File: src/rtl/alu_pkg.sv
// alu_pkg: shared types and default widths for the ALU datapath stages.
// Holds the MAC dot-product stage state encoding and its width defaults.
package alu_pkg;

    typedef enum logic [1:0] {
        IDLE  = 2'd0,
        ACCUM = 2'd1,
        DONE  = 2'd2
    } mac_state_e;

    localparam int MAC_ACC_W = 16;
    localparam int MAC_LEN_W = 4;

endpackage

File: src/rtl/multiplier_4_x_4.sv
// multiplier_4_x_4: combinational unsigned 4x4 array multiplier.
// Ports: inp1 (4b multiplicand), inp2 (4b multiplier), product (8b).
module multiplier_4_x_4 (
    input  logic [3:0] inp1,
    input  logic [3:0] inp2,
    output logic [7:0] product
);

    // One shifted partial-product row per multiplier bit, summed down.
    always_comb begin
        product = '0;
        for (int i = 0; i < 4; i++) begin
            product = product
                    + ({4'b0000, inp1 & {4{inp2[i]}}} << i);
        end
    end

endmodule

File: src/rtl/mac_dot_stage.sv
// mac_dot_stage: sequential saturating dot product over len operand pairs.
// Ports: clk, rst (sync high), start/len, in_valid/in_ready/inp1/inp2,
//        out_valid/out_ready/result, overflow (sticky), busy.
module mac_dot_stage
    import alu_pkg::*;
#(
    parameter int ACC_W = MAC_ACC_W,
    parameter int LEN_W = MAC_LEN_W
) (
    input  logic             clk,
    input  logic             rst,
    input  logic             start,
    input  logic [LEN_W-1:0] len,
    input  logic             in_valid,
    output logic             in_ready,
    input  logic [3:0]       inp1,
    input  logic [3:0]       inp2,
    output logic             out_valid,
    input  logic             out_ready,
    output logic [ACC_W-1:0] result,
    output logic             overflow,
    output logic             busy
);

    mac_state_e       state_q;
    logic [LEN_W-1:0] rem_q;
    logic [7:0]       prod_d;
    logic [7:0]       prod_q;
    logic             prod_v;
    logic [ACC_W-1:0] acc_q;
    logic             ovf_q;
    logic [ACC_W:0]   sum;
    logic             accept;

    multiplier_4_x_4 u_mul (
        .inp1    (inp1),
        .inp2    (inp2),
        .product (prod_d)
    );

    assign in_ready  = (state_q == ACCUM) && (rem_q != '0);
    assign accept    = in_valid && in_ready;
    assign out_valid = (state_q == DONE);
    assign busy      = (state_q != IDLE);
    assign result    = acc_q;
    assign overflow  = ovf_q;

    // One spare carry bit catches anything past the accumulator range.
    assign sum = {1'b0, acc_q} + {{(ACC_W-7){1'b0}}, prod_q};

    always_ff @(posedge clk) begin
        if (rst) begin
            state_q <= IDLE;
            rem_q   <= '0;
            prod_q  <= '0;
            prod_v  <= 1'b0;
            acc_q   <= '0;
            ovf_q   <= 1'b0;
        end else begin
            case (state_q)
                IDLE: begin
                    if (start) begin
                        acc_q   <= '0;
                        ovf_q   <= 1'b0;
                        rem_q   <= len;
                        prod_v  <= 1'b0;
                        state_q <= (len == '0) ? DONE : ACCUM;
                    end
                end
                ACCUM: begin
                    if (accept) begin
                        prod_q <= prod_d;
                        prod_v <= 1'b1;
                        rem_q  <= rem_q - 1'b1;
                    end else begin
                        prod_v <= 1'b0;
                    end
                    if (prod_v) begin
                        if (sum[ACC_W]) begin
                            acc_q <= '1;
                            ovf_q <= 1'b1;
                        end else begin
                            acc_q <= sum[ACC_W-1:0];
                        end
                        // Last product lands together with the exit.
                        if (rem_q == '0) begin
                            state_q <= DONE;
                        end
                    end
                end
                DONE: begin
                    if (out_ready) begin
                        state_q <= IDLE;
                    end
                end
                default: state_q <= IDLE;
            endcase
        end
    end

endmodule

File: config.mk
export PLATFORM = sky130hd
export DESIGN_NAME = mac_dot_stage
export DESIGN_NICKNAME = d
export VERILOG_FILES = /design/src/rtl/alu_pkg.sv /design/src/rtl/multiplier_4_x_4.sv /design/src/rtl/mac_dot_stage.sv
export SDC_FILE = /design/constraint.sdc
export NUM_CORES = 1
export LEC_CHECK = 0
export ABC_CLOCK_PERIOD_IN_PS = 7410
export CORE_ASPECT_RATIO = 0.6
export CORE_MARGIN = 4
export CORE_UTILIZATION = 58
export CTS_BUF_LIST = sky130_fd_sc_hd__clkbuf_8 sky130_fd_sc_hd__clkbuf_16
export CTS_CLUSTER_SIZE = 8
export DETAILED_ROUTE_END_ITERATION = 10
export GPL_ROUTABILITY_DRIVEN = 0
export PLACE_DENSITY = 0.93
export SLEW_MARGIN = 20
export SYNTH_ARGS = -nofsm -noshare
export SYNTH_HDL_FRONTEND = slang
export SYNTH_HIERARCHICAL = 1
export SYNTH_SLANG_ARGS = --single-unit
File: constraint.sdc
create_clock -name clk -period 7.41 [get_ports clk]
set_clock_uncertainty 0.05 [all_clocks]
set_input_delay 2.223 -clock clk [delete_from_list [all_inputs] [get_ports clk]]
set_output_delay 2.223 -clock clk [all_outputs]
set_load 0.01 [all_outputs]
== Yosys cells after proc, flatten, opt, wreduce, memory -nomap -nowiden ==
Index checks and enable logic that the tools add are counted.
Word-level totals
  output and inout bits: 20
  flip-flop bits (word level): 32
  word-level logic and storage cells: 56
Cells by class
  reductions and logical operators: 14
  mux-type cells: 19
  bitwise logic cells: 4
  $add $sub $neg: 5
  equal/unequal tests: 8
Operators by type and width (number)
  $mux 16: 3
  $pmux 16 s2: 1
  $add 16x8->17: 1
  $and 4x4->4: 4
  $mux 2: 5
  $add 7x7->8: 1
  $logic_not 4->1: 2
  $mux 4: 2
  $ne 2x2->1 const B: 4
  $pmux 4 s2: 1
  $reduce_and 4->1: 2
  $add 6x6->7: 1
  $add 4x5->6: 1
  $pmux 2 s3: 1
  $reduce_and 3->1: 2
  $mux 1: 4
  $ne 2x1->1 const B: 2
  $pmux 1 s2: 2
  $reduce_and 2->1: 2
  $reduce_bool 2->1: 2
  $reduce_bool 4->1: 1
  $sub 4x1->4 const B: 1
  $eq 2x1->1 const B: 1
  $eq 2x2->1 const B: 1
  2 further kinds: 3

== Logic depth before layout (Yosys ltp) ==
Gate-level depths: netlist of the first run.
  depth after elaboration: 5
  mapped depth: 12
  depth with buffers taken out: 12

== Cells and area by module ==
The synthesis of the first run kept the hierarchy.
Modules (own cells, without submodules)
  mac_dot_stage: area each 1858.0 µm², instances 1, cells each 229
  multiplier_4_x_4: area each 385.4 µm², instances 1, cells each 42

== Worst setup path after synthesis of the first run ==
No wires, ideal clock.
  path kind: input-to-reg
  from: input inp2[0]
  to: register prod_q[7]
  arrival: 4716 ps
  required time: 7290 ps
  setup slack: 2573 ps
  stages on the path: 12
  path through: and2_1 fa_1 inv_1 fa_1 inv_1 ha_1 fa_1 a21o_1 a21oi_2 xnor2_1 nand3_1 a21oi_1
On the way
  word-level cells in the longest chain between the ends: 4
RTL lines
  start, declared: line mac_dot_stage.sv:17  | input logic [3:0] inp2,
  $and 4x4->4: line multiplier_4_x_4.sv:14  | + ({4'b0000, inp1 & {4{inp2[i]}}} << i);
  $add 4x5->6: line multiplier_4_x_4.sv:14
  $add 6x6->7: line multiplier_4_x_4.sv:14
  $add 7x7->8: line multiplier_4_x_4.sv:14
  named net prod_d[7]: line mac_dot_stage.sv:27  | logic [7:0] prod_d;
  end signal, assigned: line mac_dot_stage.sv:72  | prod_q <= prod_d;
  end, declared: line mac_dot_stage.sv:28  | logic [7:0] prod_q;
The timed path passes the listed nets, and every way through them passes these cells.
A chain may end at the register's enable or synchronous reset.

== Worst setup path after layout of the first run ==
Ends and elaborated chain as after synthesis.

==> results_dict.tcl, run 1 <==
set metrics [dict create \
    swShare 0.3169 \
    synthCells 271 \
    flop_and_latch_count_out_of_synthesis 32 \
    critical_path_data_required_time_ns 7.58 \
    cell_type_contributing_the_most_total_cell_area_after_synthesis "dfxtp_1" \
    layout.nets 345 \
    design.die.area_mm2 0.004960 \
    grt_pass1_vias 2053 \
    viasPerCell 6.131 \
    share_of_power_burned_in_the_clock_network 0.283 \
    vertical_die_dimension_um 56.18 \
    startpoint_type "input pin" \
    unrepaired_setup_endpoints_after_global_routing "no" \
    endpoint_kind "flop" \
    asyncSetResetFlopFracSynth 0 \
    setup_violations 0 \
    drt_pass_1_iters 5 \
    worst_setup_hold_path_clk_slew_ns 0.06 \
    postCtsHoldBufs 0 \
    slew-limit-headroom 0.5975 \
    power.share.sequential 0.439 \
    globalRouteOverflowTotal 0 \
    insertedDiodeCount 0 \
    top_usage_layer "met2" \
    portBuffers 36 \
    cell_with_the_most_instances_after_synthesis "dfxtp_1" \
    grt_first_pass_wirelength_mm 9.156 \
    p_total_w 0.0004378 \
    period_minus_slack_ns 5.151 \
    synthFlopType "dfxtp_1" \
    holdCritPathClass "flop to flop" \
    floorplan.rows 17 \
    synthTopCellsByCount "dfxtp_1 (32), a21oi_1 (28), nor2_1 (22)" \
    detail_route.iter0.violations 149 \
    detailroute.via_count 2146 \
    net-switching-power_w 0.0001387 \
    irDropWorstVdd_mv 0.1393 \
    placedInstanceArea_mm2 0.002610 \
    internal_power_w 0.0002990 \
    worst-slew-pin-transition_ns 0.6025 \
    final_core_utilization 0.7262 \
    power_per_cell_area_mw_per_mm2 162.9 \
    gr-usage-met2 0.3482 \
    cts-buffers-inserted 5 \
    post-route-period-util 0.6951 \
    avgRoutedWirePerCell_um 14.83 \
    run_status "complete, no violations" \
    setup-tns-final_ns 0 \
    grt_util_met3 0.04882 \
    fmax_ghz 0.1942 \
    cts_root_buf "clkbuf_8" \
    critical_path_peak_fanout 4 \
    comb_power_share 0.278 \
    post-cts-setup-buffers 0 \
    slew_violations 0 \
    syn_nets 313 \
    starting_density_of_the_core 0.6062 \
    globalRouteTotalUtil 0.2290 \
    grt_max_degree 35 \
    synthesis.area_per_instance_um2 8.278 \
    synth_top_area_frac 0.2856 \
    cts_max_level 2 \
    ctsLongestPathBuffers 2 \
    critical_path_arrival_ns 5.32 \
    ctsResizeCount 0 \
    static-leakage-power_nw 1.111 \
    areaGrowthSynthToFinish_pct 19.80 \
    route.antenna.remaining_nets 0 \
    ios 37 \
    globalRouteMet1Util 0.3201 \
    clock_sinks 32 \
    ys_top_cells_by_area "dfxtp_1 (29%), ha_1 (11%), a21oi_1 (6.2%), fa_1 (5.4%), nand3_1 (4.5%)" \
    drive_gt1_frac 0.06271 \
    grt_antenna_before_repair 0 \
    floorplan.die.width_um 88.29 \
    placeableCoreArea_mm2 0.003701 \
    synth_edf_count 0 \
    drt_drc_violations_left 0 \
    synth_cell_types 46 \
    worst-setup-path-type "input pin to flop" \
    cts_tree "yes" \
    synth-seq-area-share 0.2856 \
    syn_area_mm2 0.002243 \
    yosys_warnings 6 \
    drv_cap 0 \
    filler_cell_count 280 \
    report.final.hold_viol_count 0 \
    route.final.wire_length_mm 5.192 \
    final_design_area_no_fill_mm2 0.002688 \
    dpl.hpwl_mm 3.917 \
    insertion_delay_ns 0.28 \
    finalHoldWorstSlack_ns 0.4141 \
]
-- routing by layer --
metal | vias to the layer above | wire length [um]
met4 | 0 | 60
li1 | 1048 | -
met3 | 12 | 438
met2 | 108 | 2276
met5 | - | 0
met1 | 978 | 2416
-- sequential cells by signal, indices dropped and copies added (netlist names) --
name,count
overflow,1
prod_q,8
prod_v,1
rem_q,4
result,16
state_q,2
-- kinds of logic (layout without fill, tap and decap cells) --
family / count (synthesis) / after routing / share of synthesized area
compound gates: 77 / 77 / 0.2264
xor+xnor: 8 / 8 / 0.03123
fa+ha+maj: 25 / 25 / 0.1595
buf+inv: 25 / 57 / 0.04852
flops: 32 / 32 / 0.2856
mux: 1 / 1 / 0.005019
simple gates: 103 / 103 / 0.2437
-- cell type report --
| cell class | count | area (um^2) | share of cell area |
|---|---|---|---|
| clock buffers | 5 | 68.82 | 0.02561 |
| flip-flops and latches | 32 | 640.6 | 0.2384 |
| inverters | 13 | 48.80 | 0.01816 |
| well taps | 47 | 58.81 | 0.02188 |
| multi-input cells | 214 | 1494 | 0.5559 |
| repair buffers | 37 | 367.9 | 0.1369 |
| clock inverters | 2 | 8.758 | 0.003259 |
-- cells in the final DEF (no fill, tap or decap), drive strengths merged, types with 3 or more instances in the layout --
cell type / Yosys / routed
nand3: 20 / 20
clkdlybuf4s50: 0 / 36
clkbuf: 8 / 5
a21oi: 29 / 29
fa: 6 / 6
and2: 15 / 15
o21a: 3 / 3
nor2: 22 / 22
or4: 3 / 3
o21ai: 6 / 6
xnor2: 4 / 4
a211oi: 11 / 11
dfxtp: 32 / 32
ha: 19 / 19
nor3: 6 / 6
a21o: 5 / 5
xor2: 4 / 4
a31oi: 8 / 8
nand2: 21 / 21
o211ai: 7 / 7
inv: 13 / 14
-- power groups by stage --
stage          Clock, W  Combinational, W  Sequential [W]
2_1_floorplan         0         0.0000910        0.000191
3_3_place_gp          0          0.000116        0.000195
3_5_place_dp          0          0.000120        0.000196
4_1_cts        0.000126          0.000122        0.000192
5_1_grt        0.000135          0.000137        0.000194
6_report       0.000124          0.000122        0.000192
-- path summary, 6_finish.rpt --
| kind | from | to | slack (ns) | cells after the start |
|---|---|---|---|---|
| setup / recovery | inp2[0] | prod_q[7] | 2.26 | 13 |
| hold / removal | prod_q[0] | prod_q[0] | 0.41 | 2 |
| setup reg to reg | result[0] | result[4] | 4.92 | 7 |
| hold reg to reg | prod_q[0] | prod_q[0] | 0.41 | 2 |
-- metrics by stage --
stage / worst slack (ns) / std cells
final: 2.259 / 350
after global routing: 2.110 / 350
after CTS: 2.270 / 350
after detailed placement: 1.986 / 343
after global placement: 2.047 / 343
after floorplan: 2.573 / 271
-- worst max-delay path: stages --
cell	delay [ns]
clkdlybuf4s50_1	0.45
and2_1	0.20
fa_1	0.53
inv_1	0.06
fa_1	0.53
inv_1	0.04
ha_1	0.22
fa_1	0.40
a21o_1	0.18
a21oi_2	0.14
xnor2_1	0.12
nand3_1	0.09
a21oi_1	0.13
Note: power is estimated with default switching activity, not from simulation.
==> run 2, diff against run 1 <==
--- a/config.mk
+++ b/config.mk
@@ -5,15 +5,15 @@
 export SDC_FILE = /design/constraint.sdc
 export NUM_CORES = 1
 export LEC_CHECK = 0
-export ABC_CLOCK_PERIOD_IN_PS = 7410
+export ABC_CLOCK_PERIOD_IN_PS = 4300
 export CORE_ASPECT_RATIO = 0.6
 export CORE_MARGIN = 4
-export CORE_UTILIZATION = 58
+export CORE_UTILIZATION = 48
 export CTS_BUF_LIST = sky130_fd_sc_hd__clkbuf_8 sky130_fd_sc_hd__clkbuf_16
 export CTS_CLUSTER_SIZE = 8
 export DETAILED_ROUTE_END_ITERATION = 10
 export GPL_ROUTABILITY_DRIVEN = 0
-export PLACE_DENSITY = 0.93
+export PLACE_DENSITY = 0.83
 export SLEW_MARGIN = 20
 export SYNTH_ARGS = -nofsm -noshare
 export SYNTH_HDL_FRONTEND = slang
==> constraint.sdc (replaced) <==
create_clock -name clk -period 4.3 [get_ports clk]
set_clock_uncertainty 0.05 [all_clocks]
set_input_delay 1.29 -clock clk [delete_from_list [all_inputs] [get_ports clk]]
set_output_delay 1.29 -clock clk [all_outputs]
set_load 0.01 [all_outputs]
==> results_dict.tcl, run 2 (synthesized netlist as in run 1, its figures left out) <==
set metrics [dict create \
    run_status "complete, no violations" \
    holdCritPathClass "flop to flop" \
    globalRouteOverflowTotal 0 \
    ctsLongestPathBuffers 2 \
    cts_root_buf "clkbuf_8" \
    endpoint_kind "flop" \
    critPathMaxStageDelay_ns 0.56 \
    critical_path_data_required_time_ns 4.48 \
    insertion_delay_ns 0.29 \
    dpl.hpwl_mm 4.161 \
    unrepaired_setup_endpoints_after_global_routing "no" \
    critical_path_arrival_ns 4.36 \
    final_core_utilization 0.6486 \
    irDropWorstVdd_mv 0.1458 \
    drive_gt1_frac 0.09585 \
    viasPerCell 5.697 \
    layout.nets 354 \
    vertical_die_dimension_um 60.96 \
    route.antenna.remaining_nets 0 \
    period_minus_slack_ns 4.180 \
    postCtsHoldBufs 0 \
    critical_path_peak_fanout 2 \
    areaGrowthSynthToFinish_pct 24.37 \
    cts_max_level 2 \
    drt_pass_1_iters 5 \
    min_path_cells 2 \
    worst_setup_hold_path_clk_slew_ns 0.07 \
    clock_sinks 32 \
    worstSetupEndpoint "prod_q[7]" \
    static-leakage-power_nw 1.161 \
    insertedDiodeCount 0 \
    detail_route.iter0.violations 98 \
    slew_violations 0 \
    grt_antenna_before_repair 0 \
    worst-setup-path-type "input pin to flop" \
    grt_max_degree 19 \
    cts_tree "yes" \
    worst_r2r_path_depth 7 \
    setup_violations 0 \
    critical_path_cell_with_the_highest_stage_delay "fa_1" \
    worst-slew-pin-transition_ns 0.6941 \
    globalRouteTotalUtil 0.2043 \
    post-route-period-util 0.9722 \
    drt_drc_violations_left 0 \
    detailroute.via_count 2125 \
    r2r-start "result[0]" \
    multi_input_comb_area_mm2 0.001500 \
    rrSetupSlack_ns 1.75 \
    design.die.area_mm2 0.005868 \
    regArea_um2 640.6 \
    finalHoldWorstSlack_ns 0.4200 \
    startpoint_type "input pin" \
    route.final.wire_length_mm 5.382 \
    cts-buffers-inserted 5 \
    placeableCoreArea_mm2 0.004302 \
    portBuffers 36 \
    avgRoutedWirePerCell_um 14.43 \
    floorplan.die.width_um 96.26 \
    layout_common_cells "clkdlybuf4s50_1 (36), dfxtp_1 (32), a21oi_1 (27)" \
    worstPathCellList "clkdlybuf4s50_1 > and2_1 > fa_1 > inv_1 > fa_1 > inv_1 > ha_1 > fa_2 > a21o_1 > a21oi_2 > xnor2_1 > nand3_1 > a21oi_2" \
    floorplan.rows 18 \
    mostFrequentLayoutCell "clkdlybuf4s50_1" \
    final_worst_setup_slack_ns 0.1197 \
    starting_density_of_the_core 0.5215 \
    slew-limit-headroom 0.5358 \
    filler_cell_count 350 \
    grt_pass1_vias 1975 \
    startpoint "inp2[0]" \
    largest_register_ffs 16 \
    grt_first_pass_wirelength_mm 9.218 \
    ios 37 \
    place_worst_setup_slack_ns -0.2034 \
    post-cts-setup-buffers 0 \
    report.final.hold_viol_count 0 \
    drv_cap 0 \
    power_per_cell_area_mw_per_mm2 283.0 \
    critical_path.reg2reg.endpoint "result[0]" \
    fmax_ghz 0.2392 \
]
## run 2: layout make-up
cell class / count / share of cell area
multi-input combinational: 214 / 0.5377
sequential: 32 / 0.2296
timing repair buffer: 46 / 0.1561
clock buffer: 6 / 0.02960
tap: 60 / 0.02691
inverter: 13 / 0.01749
clock inverter: 2 / 0.002691
## run 2: power by group
group	leakage, nW	switching (W)	internal (W)
combinational	0.849	0.000115	0.000102
sequential	0.259	0.0000187	0.000312
clock	0.0538	0.000116	0.000126
## run 2: what timing repair did
action                                  CTS  global route
hold endpoints to repair                  0             0
resized for setup                         0             2
endpoints found under the setup margin    0             1
## run 2: metrics by stage
stage	total power, W	cells	TNS [ns]	cell area [um^2]
final	0.0007897	373	0	2790
after global routing	0.0008323	373	0	2790
after CTS	0.0007874	373	0	2784
after detailed placement	0.0005519	365	-0.2345	2694
after global placement	0.0005437	365	-0.09239	2694
after floorplan	0.0004864	271	0	2243
## run 2: critical path, delay by kind of cell
family                   cells  cell delay (ns)
AO/OA/AOI/OAI                3             0.45
XOR/XNOR                     1             0.13
adder cells (fa/ha/maj)      4             1.65
AND/OR/NAND/NOR              2             0.31
buffers and inverters        3             0.53
## run 2: layer usage
layer | GRT usage | part of all wire | wire length (um) | vias to the layer above
met5 | 0 | 0 | 0 | -
met4 | 0.07490 | 0.018 | 95 | 0
met3 | 0.05452 | 0.067 | 359 | 11
met2 | 0.2905 | 0.41 | 2209 | 70
met1 | 0.2961 | 0.50 | 2717 | 982
li1 | - | - | - | 1062
## run 2: how the worst min path moves through the flow
stage          slack, ns       from   endpoint
6_report            0.42  prod_q[4]  prod_q[4]
5_1_grt             0.44  prod_q[3]  prod_q[3]
4_1_cts             0.42  prod_q[4]  prod_q[4]
3_5_place_dp        0.41  prod_q[3]  prod_q[3]
3_3_place_gp        0.41  prod_q[6]  prod_q[6]
2_1_floorplan       0.39  prod_q[0]  prod_q[0]
==> run 3, diff against run 2 <==
--- a/config.mk
+++ b/config.mk
@@ -14,6 +14,7 @@
 export DETAILED_ROUTE_END_ITERATION = 10
 export GPL_ROUTABILITY_DRIVEN = 0
 export PLACE_DENSITY = 0.83
+export SETUP_SLACK_MARGIN = 0.15
 export SLEW_MARGIN = 20
 export SYNTH_ARGS = -nofsm -noshare
 export SYNTH_HDL_FRONTEND = slang
==> results_dict.tcl, run 3 (synthesized netlist as in run 1, its figures left out) <==
set metrics [dict create \
    period_minus_slack_ns 3.893 \
    layout.nets 354 \
    dpl.hpwl_mm 4.161 \
    viasPerCell 5.689 \
    floorplan.die.width_um 96.26 \
    drive_gt1_frac 0.1086 \
    slew_violations 0 \
    cts_max_level 2 \
    grt_pass1_vias 1975 \
    worstPathCellList "clkdlybuf4s50_1 > nand2_1 > fa_1 > fa_1 > inv_1 > ha_2 > fa_2 > a21o_1 > a21oi_2 > xnor2_1 > nand3_1 > a21oi_2" \
    slew-limit-headroom 0.5357 \
    avgRoutedWirePerCell_um 14.54 \
    floorplan.rows 18 \
    starting_density_of_the_core 0.5215 \
    setup-tns-final_ns 0 \
    post-cts-setup-buffers 0 \
    route.antenna.remaining_nets 0 \
    static-leakage-power_nw 1.219 \
    drv_cap 0 \
    irDropWorstVdd_mv 0.1457 \
    run_status "complete, no violations" \
    ctsLongestPathBuffers 2 \
    unrepaired_setup_endpoints_after_global_routing "no" \
    placedInstanceArea_mm2 0.002694 \
    grt_first_pass_wirelength_mm 9.218 \
    crit_family "adder cells" \
    globalRouteTotalUtil 0.2043 \
    portBuffers 36 \
    power_per_cell_area_mw_per_mm2 280.9 \
    drt_drc_violations_left 0 \
    grt_max_degree 19 \
    design.die.area_mm2 0.005868 \
    startpoint_type "input pin" \
    detailroute.via_count 2122 \
    route.final.wire_length_mm 5.423 \
    critical_path_peak_fanout 4 \
    insertedDiodeCount 0 \
    layout_common_cells "dfxtp_1 (32), clkdlybuf4s50_1 (30), a21oi_1 (27)" \
    areaGrowthSynthToFinish_pct 25.49 \
    largest_register_ffs 16 \
    cts_root_buf "clkbuf_8" \
    worst_setup_hold_path_clk_slew_ns 0.07 \
    cts_tree "yes" \
    grt_antenna_before_repair 0 \
    endpoint_kind "flop" \
    critical_path_cell_with_the_highest_stage_delay "clkdlybuf4s50_1" \
    mostFrequentLayoutCell "dfxtp_1" \
    holdCritPathClass "flop to flop" \
    setup_violations 0 \
    postCtsHoldBufs 0 \
    drt_pass_1_iters 5 \
    ios 37 \
    crit_buf_inv 2 \
    report.final.hold_viol_count 0 \
    fmax_ghz 0.2569 \
    critical_path_arrival_ns 4.07 \
    vertical_die_dimension_um 60.96 \
    cts-buffers-inserted 5 \
    critPathMaxStageDelay_ns 0.53 \
    placeableCoreArea_mm2 0.004302 \
    globalRouteOverflowTotal 0 \
    worst-slew-pin-transition_ns 0.6943 \
    detail_route.iter0.violations 108 \
    insertion_delay_ns 0.29 \
    final_design_area_no_fill_mm2 0.002815 \
    clock_sinks 32 \
    critical_path_data_required_time_ns 4.48 \
    worst-setup-path-type "input pin to flop" \
    post-route-period-util 0.9053 \
]
[run 3: cell types whose count changed in the layout (fill, tap and decap cells not counted)]
cell and delta:
and2_1 -3, ha_2 +1, ha_1 -1, and2_4 +3, clkdlybuf4s50_1 -6, dlymetal6s2s_1 +6
[run 3: area by class of cell]
class                   count  area [um^2]
repair buffers             46        450.4
flip-flops and latches     32        640.6
inverters                  13        48.80
clock inverters             2        7.507
well taps                  60        75.07
multi-input cells         214         1510
clock buffers               6        82.58
fillers                   342         1486
[run 3: routing by layer]
metal,part of all wire,routed length [um],global-route usage
met1,0.52,2808,0.2961
met2,0.41,2208,0.2905
met3,0.058,317,0.05452
met4,0.016,89,0.07490
met5,0,0,0
[run 3: power by group]
group	internal (W)	switching [W]	total, W
clock network	0.000126	0.000116	0.000241
registers	0.000312	0.0000188	0.000331
logic	0.000102	0.000116	0.000218
[run 3: worst reg2reg max path: cells and delay by family, from the launching register on]
family          cells  cell delay, ns
compound gates      5            1.34
fa+ha+maj           2            0.69
flops               1            0.33
[run 3: path summary, 6_finish.rpt]
kind	end	slack (ns)	startpoint	depth (start not counted)
max	prod_q[7]	0.41	inp2[2]	12
min reg2reg	prod_q[4]	0.42	prod_q[4]	2
max reg2reg	result[0]	1.75	result[0]	7
min	prod_q[4]	0.42	prod_q[4]	2
[run 3: timing repair]
item | 4_1_cts | 5_1_grt
resized for setup | 2 | 10
pin swaps | 0 | 3
gates cloned | 0 | 0
setup endpoints to repair | 1 | 1
[run 3: metrics by stage]
stage	power (W)	std cells	worst slack [ns]	hold WS [ns]	util
after floorplan	0.0004864	271	0.3964	0.3900	-
after global placement	0.0005437	365	-0.09239	0.4057	0.6262
after detailed placement	0.0005519	365	-0.2034	0.4138	0.6262
after CTS	0.0007883	373	0.1525	0.4207	0.6483
after global routing	0.0008331	373	0.2604	0.4401	0.6545
final	0.0007907	373	0.4072	0.4200	0.6545
